$ cat config.mk
export PLATFORM = sky130hd
export DESIGN_NAME = pipelined_wallace_tree
export DESIGN_NICKNAME = d
export VERILOG_FILES = /design/src/rtl/pipelined_wallace_tree.sv
export SDC_FILE = /design/constraint.sdc
export NUM_CORES = 1
export LEC_CHECK = 0
export CAP_MARGIN = 20
export CORE_MARGIN = 10
export CORE_UTILIZATION = 52
export DETAILED_ROUTE_END_ITERATION = 8
export PLACE_DENSITY = 0.82
export SYNTH_ARGS = -nofsm -noshare
export SYNTH_HDL_FRONTEND = slang
export SYNTH_SLANG_ARGS = --single-unit
$ cat constraint.sdc
create_clock -name clk -period 4.6 [get_ports clk]
set_input_delay 0.69 -clock clk [delete_from_list [all_inputs] [get_ports clk]]
set_output_delay 0.69 -clock clk [all_outputs]
set_load 0.05 [all_outputs]
$ cat src/rtl/pipelined_wallace_tree.sv
// Three-stage 4:2 Wallace-tree reducer with optional low-column truncation; latency 3 cycles.
// Backpressure: every stage freezes while the output register holds an unaccepted result.
module pipelined_wallace_tree #(
  parameter int N_PP    = 8,
  parameter int PP_W    = 20,
  parameter int OUT_W   = 32,
  parameter int TRUNC_K = 4,
  parameter int TAG_W   = 4
) (
  input  logic                 clk,
  input  logic                 rst,
  input  logic                 in_valid,
  output logic                 in_ready,
  input  logic [N_PP*PP_W-1:0] pp,
  input  logic                 approx_en,
  input  logic [TAG_W-1:0]     in_tag,
  output logic                 out_valid,
  input  logic                 out_ready,
  output logic [OUT_W-1:0]     result,
  output logic [TAG_W-1:0]     out_tag,
  output logic                 out_approx
);

  localparam int HALF = N_PP / 2;
  typedef logic [OUT_W-1:0] word_t;

  logic              adv;
  word_t             mask;
  word_t             aligned [N_PP];
  word_t             s1_nxt [HALF];
  word_t             s2_nxt_a, s2_nxt_b;

  logic              s1_vld;
  word_t             s1_rows [HALF];
  logic [TAG_W-1:0]  s1_tag;
  logic              s1_apx;

  logic              s2_vld;
  word_t             s2_a, s2_b;
  logic [TAG_W-1:0]  s2_tag;
  logic              s2_apx;

  assign adv      = ~out_valid | out_ready;
  assign in_ready = adv;

  // Truncation is applied per aligned row, so it follows the beat's own flag.
  assign mask = approx_en ? ~((word_t'(1) << TRUNC_K) - word_t'(1)) : '1;

  for (genvar i = 0; i < N_PP; i++) begin : g_align
    localparam int SH = (i < 2) ? 0 : 2 * (i - 1);
    assign aligned[i] = (word_t'(pp[i*PP_W +: PP_W]) << SH) & mask;
  end

  // First level: one 4:2 compressor (two chained 3:2 stages) per group of four rows.
  for (genvar g = 0; g < HALF / 2; g++) begin : g_c42
    word_t a, b, c, d, s0, c0;
    assign a  = aligned[4*g];
    assign b  = aligned[4*g+1];
    assign c  = aligned[4*g+2];
    assign d  = aligned[4*g+3];
    assign s0 = a ^ b ^ c;
    assign c0 = ((a & b) | (a & c) | (b & c)) << 1;
    assign s1_nxt[2*g]   = s0 ^ c0 ^ d;
    assign s1_nxt[2*g+1] = ((s0 & c0) | (s0 & d) | (c0 & d)) << 1;
  end

  // Remaining reduction down to a sum/carry pair; carries past the MSB drop out.
  always_comb begin
    word_t acc_s, acc_c, nxt_s;
    acc_s = s1_rows[0];
    acc_c = s1_rows[1];
    nxt_s = '0;
    for (int k = 2; k < HALF; k++) begin
      nxt_s = acc_s ^ acc_c ^ s1_rows[k];
      acc_c = ((acc_s & acc_c) | (acc_s & s1_rows[k]) | (acc_c & s1_rows[k])) << 1;
      acc_s = nxt_s;
    end
    s2_nxt_a = acc_s;
    s2_nxt_b = acc_c;
  end

  always_ff @(posedge clk) begin
    if (rst) begin
      s1_vld     <= 1'b0;
      s2_vld     <= 1'b0;
      out_valid  <= 1'b0;
      result     <= '0;
      out_tag    <= '0;
      out_approx <= 1'b0;
    end else if (adv) begin
      s1_vld    <= in_valid;
      s2_vld    <= s1_vld;
      out_valid <= s2_vld;
      if (s2_vld) begin
        result     <= s2_a + s2_b;
        out_tag    <= s2_tag;
        out_approx <= s2_apx;
      end
    end
  end

  // Payload registers only move with a valid beat, so bubbles leave them untouched.
  always_ff @(posedge clk) begin
    if (!rst && adv) begin
      if (in_valid) begin
        s1_rows <= s1_nxt;
        s1_tag  <= in_tag;
        s1_apx  <= approx_en;
      end
      if (s1_vld) begin
        s2_a   <= s2_nxt_a;
        s2_b   <= s2_nxt_b;
        s2_tag <= s1_tag;
        s2_apx <= s1_apx;
      end
    end
  end

endmodule

==> Word level (Yosys, flattened, before mapping) <==
Cells that the tools add are included.
{ "totals": {"ff_bits": 239, "inputBits": 169, "out_inout_bits": 39, "word_cells": 75} }
{ "classes": {"addsub": 1, "mux": 1, "bitwise_logic": 52, "reduce_logical": 5} }
{ "ops": {"columns": ["cell", "count"], "rows": [
  ["AND 31 bit", 18],
  ["XOR 32 bit", 12],
  ["bitwise OR 31 bit", 12],
  ["AND 20 x 32 -> 32 bit", 2],
  ["adder 32 bit", 1],
  ["AND 22 x 32 -> 32 bit", 1],
  ["AND 24 x 32 -> 32 bit", 1],
  ["AND 26 x 32 -> 32 bit", 1],
  ["AND 28 x 32 -> 32 bit", 1],
  ["AND 30 x 32 -> 32 bit", 1],
  ["AND 32 bit", 1],
  ["AND reduction 2 bit", 3],
  ["2-to-1 mux 4 bit", 1],
  ["logical AND 1 bit", 1],
  ["zero test 1 bit", 1],
  ["inverter 1 bit", 1],
  ["bitwise OR 1 bit", 1]
]} }

==> Logic depth before layout (Yosys ltp) <==
{ "logic_depth": {"depth_word": 8, "mapped_depth": 9, "ltp_nobuf": 9} }

==> Worst setup path before layout <==
Ideal clock, no wire load.
{ "synth_timing": {"path_type": "input to register", "from": "input out_ready", "to": "register s1_apx (enable)", "setup_time_ns": 0.467, "arrival_time_ns": 3.915, "required_time_ns": 4.133, "path_slack_ns": 0.218, "stages": 4, "path_buffers": 1, "path_cell_list": "nand2b_1 > clkbuf_1 > nor2b_1 > and2_1"} }
{ "synth_via": {"elab_chain_cells": 3} }
{ "synth_rtl": {"columns": ["item", "line", "text"], "rows": [
  ["start, declared", "18", "input logic out_ready,"],
  ["bitwise OR 1 bit", "43", "assign adv = ~out_valid | out_ready;"],
  ["via in_ready", "13", "output logic in_ready,"],
  ["logical AND 1 bit", "104", "if (!rst && adv) begin"],
  ["AND reduction 2 bit (no source line)", null, null],
  ["end signal, assigned", "108", "s1_apx <= approx_en;"],
  ["end, declared", "36", "logic s1_apx;"]
]} }
The timed path passes the listed nets, and every way through them passes these cells.
A chain may end at the register's enable or synchronous reset.

==> Final worst setup path <==
{ "layout_timing": {"from": "input out_ready", "to": "output in_ready"} }
{ "layout_via": {"elab_chain_cells": 1} }
{ "layout_rtl": {"columns": ["item", "line"], "rows": [
  ["bitwise OR 1 bit", "43"],
  ["end, declared", "13"]
]} }
No other way between the ends.

==> metrics.md <==
| Metric | Value |
|---|---|
| Fraction of layout cells with a size suffix above 1 | 0.0570 |
| Crit-path cells | clkdlybuf4s50_1, nand2b_1, clkdlybuf4s50_1 |
| Post-cts hold buffer count | 0 |
| CP Data Required Time | 3.91 ns |
| HPWL after DPL | 15.8 mm |
| Crit path max-delay family | buffers and inverters |
| Slowest cell delay on critical path | 0.87 ns |
| IO buf count | 207 |
| # Post-CTS Setup Buffers | 0 |
| Outcome | finished clean |
| Full die area | 25,500 sq um |
| Most common cell after layout, fill and taps aside | clkdlybuf4s50_1 |
| Die width | 160 um |
| TritonCTS Buffers | 21 |
| GRT Overall Usage | 0.156 |
| First-pass GRT wire length | 32.7 mm |
| GRT overflow | 0 |
| Initial Util | 0.525 |
| Initial antenna violation count | 0 |
| Register area share after synthesis | 0.558 |
| Pre-antenna DRT Iters | 4 |
| Slowest-stage cell, CP | clkdlybuf4s50_1 |
| Netlist Area Pre-Place | 10,200 sq um |
| Boundary Pins | 208 |
| Critical Path Fanout Max | 8 |
| Clock power frac | 0.360 |
| Crit start category | input port |
| CTS tree | yes |
| Avg Cell Area, Syn | 15.0 sq um |
| Switching share of power | 0.247 |
| # Max-Cap Violations | 0 |
| Area contributors post-synth | edfxtp_1, fa_1, dfxtp_1, ha_1, nand2_1 |
| PD cells | 355 nW/um^2 |
| Root Buffer | clkbuf_16 |
| Final design utilization | 0.686 |
| Vias | 5,998 |
| Synth unique cells | 46 |
| Post-Synthesis Cells | 679 |
| RSZ-0062 raised after global routing | no |
| Yosys top cell area share | 0.479 |
| Clk Latency, worst-skew pair | 0.50 ns |
| CP dominant cell by count | clkdlybuf4s50_1 |
| P_leak | 4.91 nW |
| Element type at the critical path end | primary output |
| Register clock-pin slew on the reported worst setup and hold paths | 0.06 ns |
| Comb power frac | 0.173 |
| Post-route minimum period | 2.97 ns |
| Wirelength per Cell | 16.9 um |
| Post-synth top flop | edfxtp_1 |
| Final Cycle Share | 0.645 |
| Vias/cell | 5.09 |
| Layout Skew | 0.00736 ns |
| CP Buf/Inv Count | 2 |
| Largest net degree at the start of global routing | 55 |
| Final setup TNS | 0 ns |
| Final net count | 1,227 |
| Routed Antenna Nets | 0 |
| Syn-to-layout area delta | 30.6% |
| Die H | 160 um |
| #FFs+latches synth | 202 |
| Syn Nets | 1,008 |
| Final GP Congestion | 0.893 |
| Initial DRC count | 363 |
| Clock buffer depth | 3 |
| Synth async-reset ratio | 0 |
| Psw | 1.16 mW |
| DRC | 0 |
| Max Freq | 337 MHz |
| EDFF count, synth | 162 |
| Final hold vios | 0 |
| Routed wire length | 19.9 mm |
| Cts repair resizes | 0 |
| Crit path DAT | 2.28 ns |
| CP Class | input port to primary output |
| Antenna cells | 0 |
| Reg power frac | 0.468 |
| # rows | 51 |
| Fill cell count | 1,305 |
| Most frequent cells in the layout | clkdlybuf4s50_1, edfxtp_1, fa_1 |
| Worst Tran Pin Value | 1.07 ns |
| Storage element area | 5670 sq um |
| H-tree Lvls | 1 |
| Internal power | 3.55 mW |
| Yosys Warn Count | 0 |
| Final Max Slew Viols | 0 |
| Area of the multi-input gates | 4340 sq um |
| Hold crit path type | flop to flop |
| Finish-stage setup viols | 0 |
| Vias in the first global route | 6,570 |
| Core ar. | 19,300 sq um |
| Worst-case vdd ir drop | 0.193 mV |
| Rel. slew slack | 0.286 |
| Clk sinks | 202 |
| Synth area leader | edfxtp_1 |
==> area by class of cell <==
class	count	share of cell area
Timing Repair Buffer	211	0.159
Multi-Input combinational cell	434	0.327
Clock buffer	30	0.0491
Inverter	28	0.00792
Tap cell	265	0.0250
Clock inverter	8	0.00462
Sequential cell	202	0.427
==> flip-flops by register name, summed over array words and instances (netlist names), 4 cells and up <==
register	count
s1_rows	92
result	32
s2_tag	4
s1_tag	4
out_tag	4
s2_a	32
s2_b	28
==> kinds of logic after synthesis <==
logic type	Yosys count	share of synthesized area
DFF	202	0.558
adders and majority gates	160	0.272
and+or+nand+nor	131	0.0606
AOI/OAI and AO/OA	115	0.0695
buffers and inverters	43	0.0159
xor gates and xnor gates	25	0.0216
muxes	3	0.00308
==> through the flow <==
stage               total power, mW  cells  worst slack [ns]  hold WS (ns)  cell area [sq um]
floorplan                      2.69    679             0.218         0.400              10200
global placement               3.03   1140              1.48         0.401              12600
detailed placement             3.06   1140              1.40         0.405              12600
CTS                            4.77   1178              1.63         0.416              13300
global route                   4.95   1178              1.56         0.435              13300
finish                         4.71   1178              1.63         0.415              13300
==> synthesized netlist by cell type (all sizes together), types with 10 or more instances <==
cell and instances:
a21oi 44, nor2 20, ha 59, nand2 65
o21ai 30, xor2 10, fa 101, xnor2 15
dfxtp 40, a21o 11, clkbuf 15, edfxtp 162
nor2b 13, inv 28
==> power by group through the flow <==
stage          sequential [mW]  combinational, mW  clock [mW]
4_1_cts                   2.21              0.829        1.74
6_report                  2.20              0.814        1.69
5_1_grt                   2.21              0.918        1.82
3_5_place_dp              2.24              0.821           0
3_3_place_gp              2.24              0.796           0
2_1_floorplan             2.29              0.406           0
==> worst register-to-register path: cells and delay by family (launching register included) <==
| kind | cells | cell delay [ns] |
|---|---|---|
| AND/OR/NAND/NOR | 2 | 0.68 |
| adder cells (fa/ha/maj) | 2 | 0.65 |
| AO/OA/AOI/OAI | 4 | 0.88 |
| flip-flops | 1 | 0.38 |
| XOR/XNOR | 1 | 0.17 |
==> per-layer routing <==
metal	track usage	routed length (um)	part of all wire	up-vias
met5	0	0	0	-
met4	0.0409	369	0.019	0
met3	0.0481	1560	0.078	31
met2	0.258	9650	0.48	193
met1	0.195	8350	0.42	2905
li1	-	-	-	2869
==> worst paths after layout <==
kind,cells past startpoint,startpoint,slack (ns),endpoint
worst max-delay path,3,out_ready,1.63,in_ready
worst min-delay path,0,s1_rows[97]$_DFFE_PP_,0.42,s2_a[1]$_DFFE_PP_
worst max register to register,9,s2_a[4]$_DFFE_PP_,1.72,result[24]$_SDFFE_PP0P_
worst min register to register,0,s1_rows[97]$_DFFE_PP_,0.42,s2_a[1]$_DFFE_PP_
Note: power is estimated with default switching activity, not from simulation.
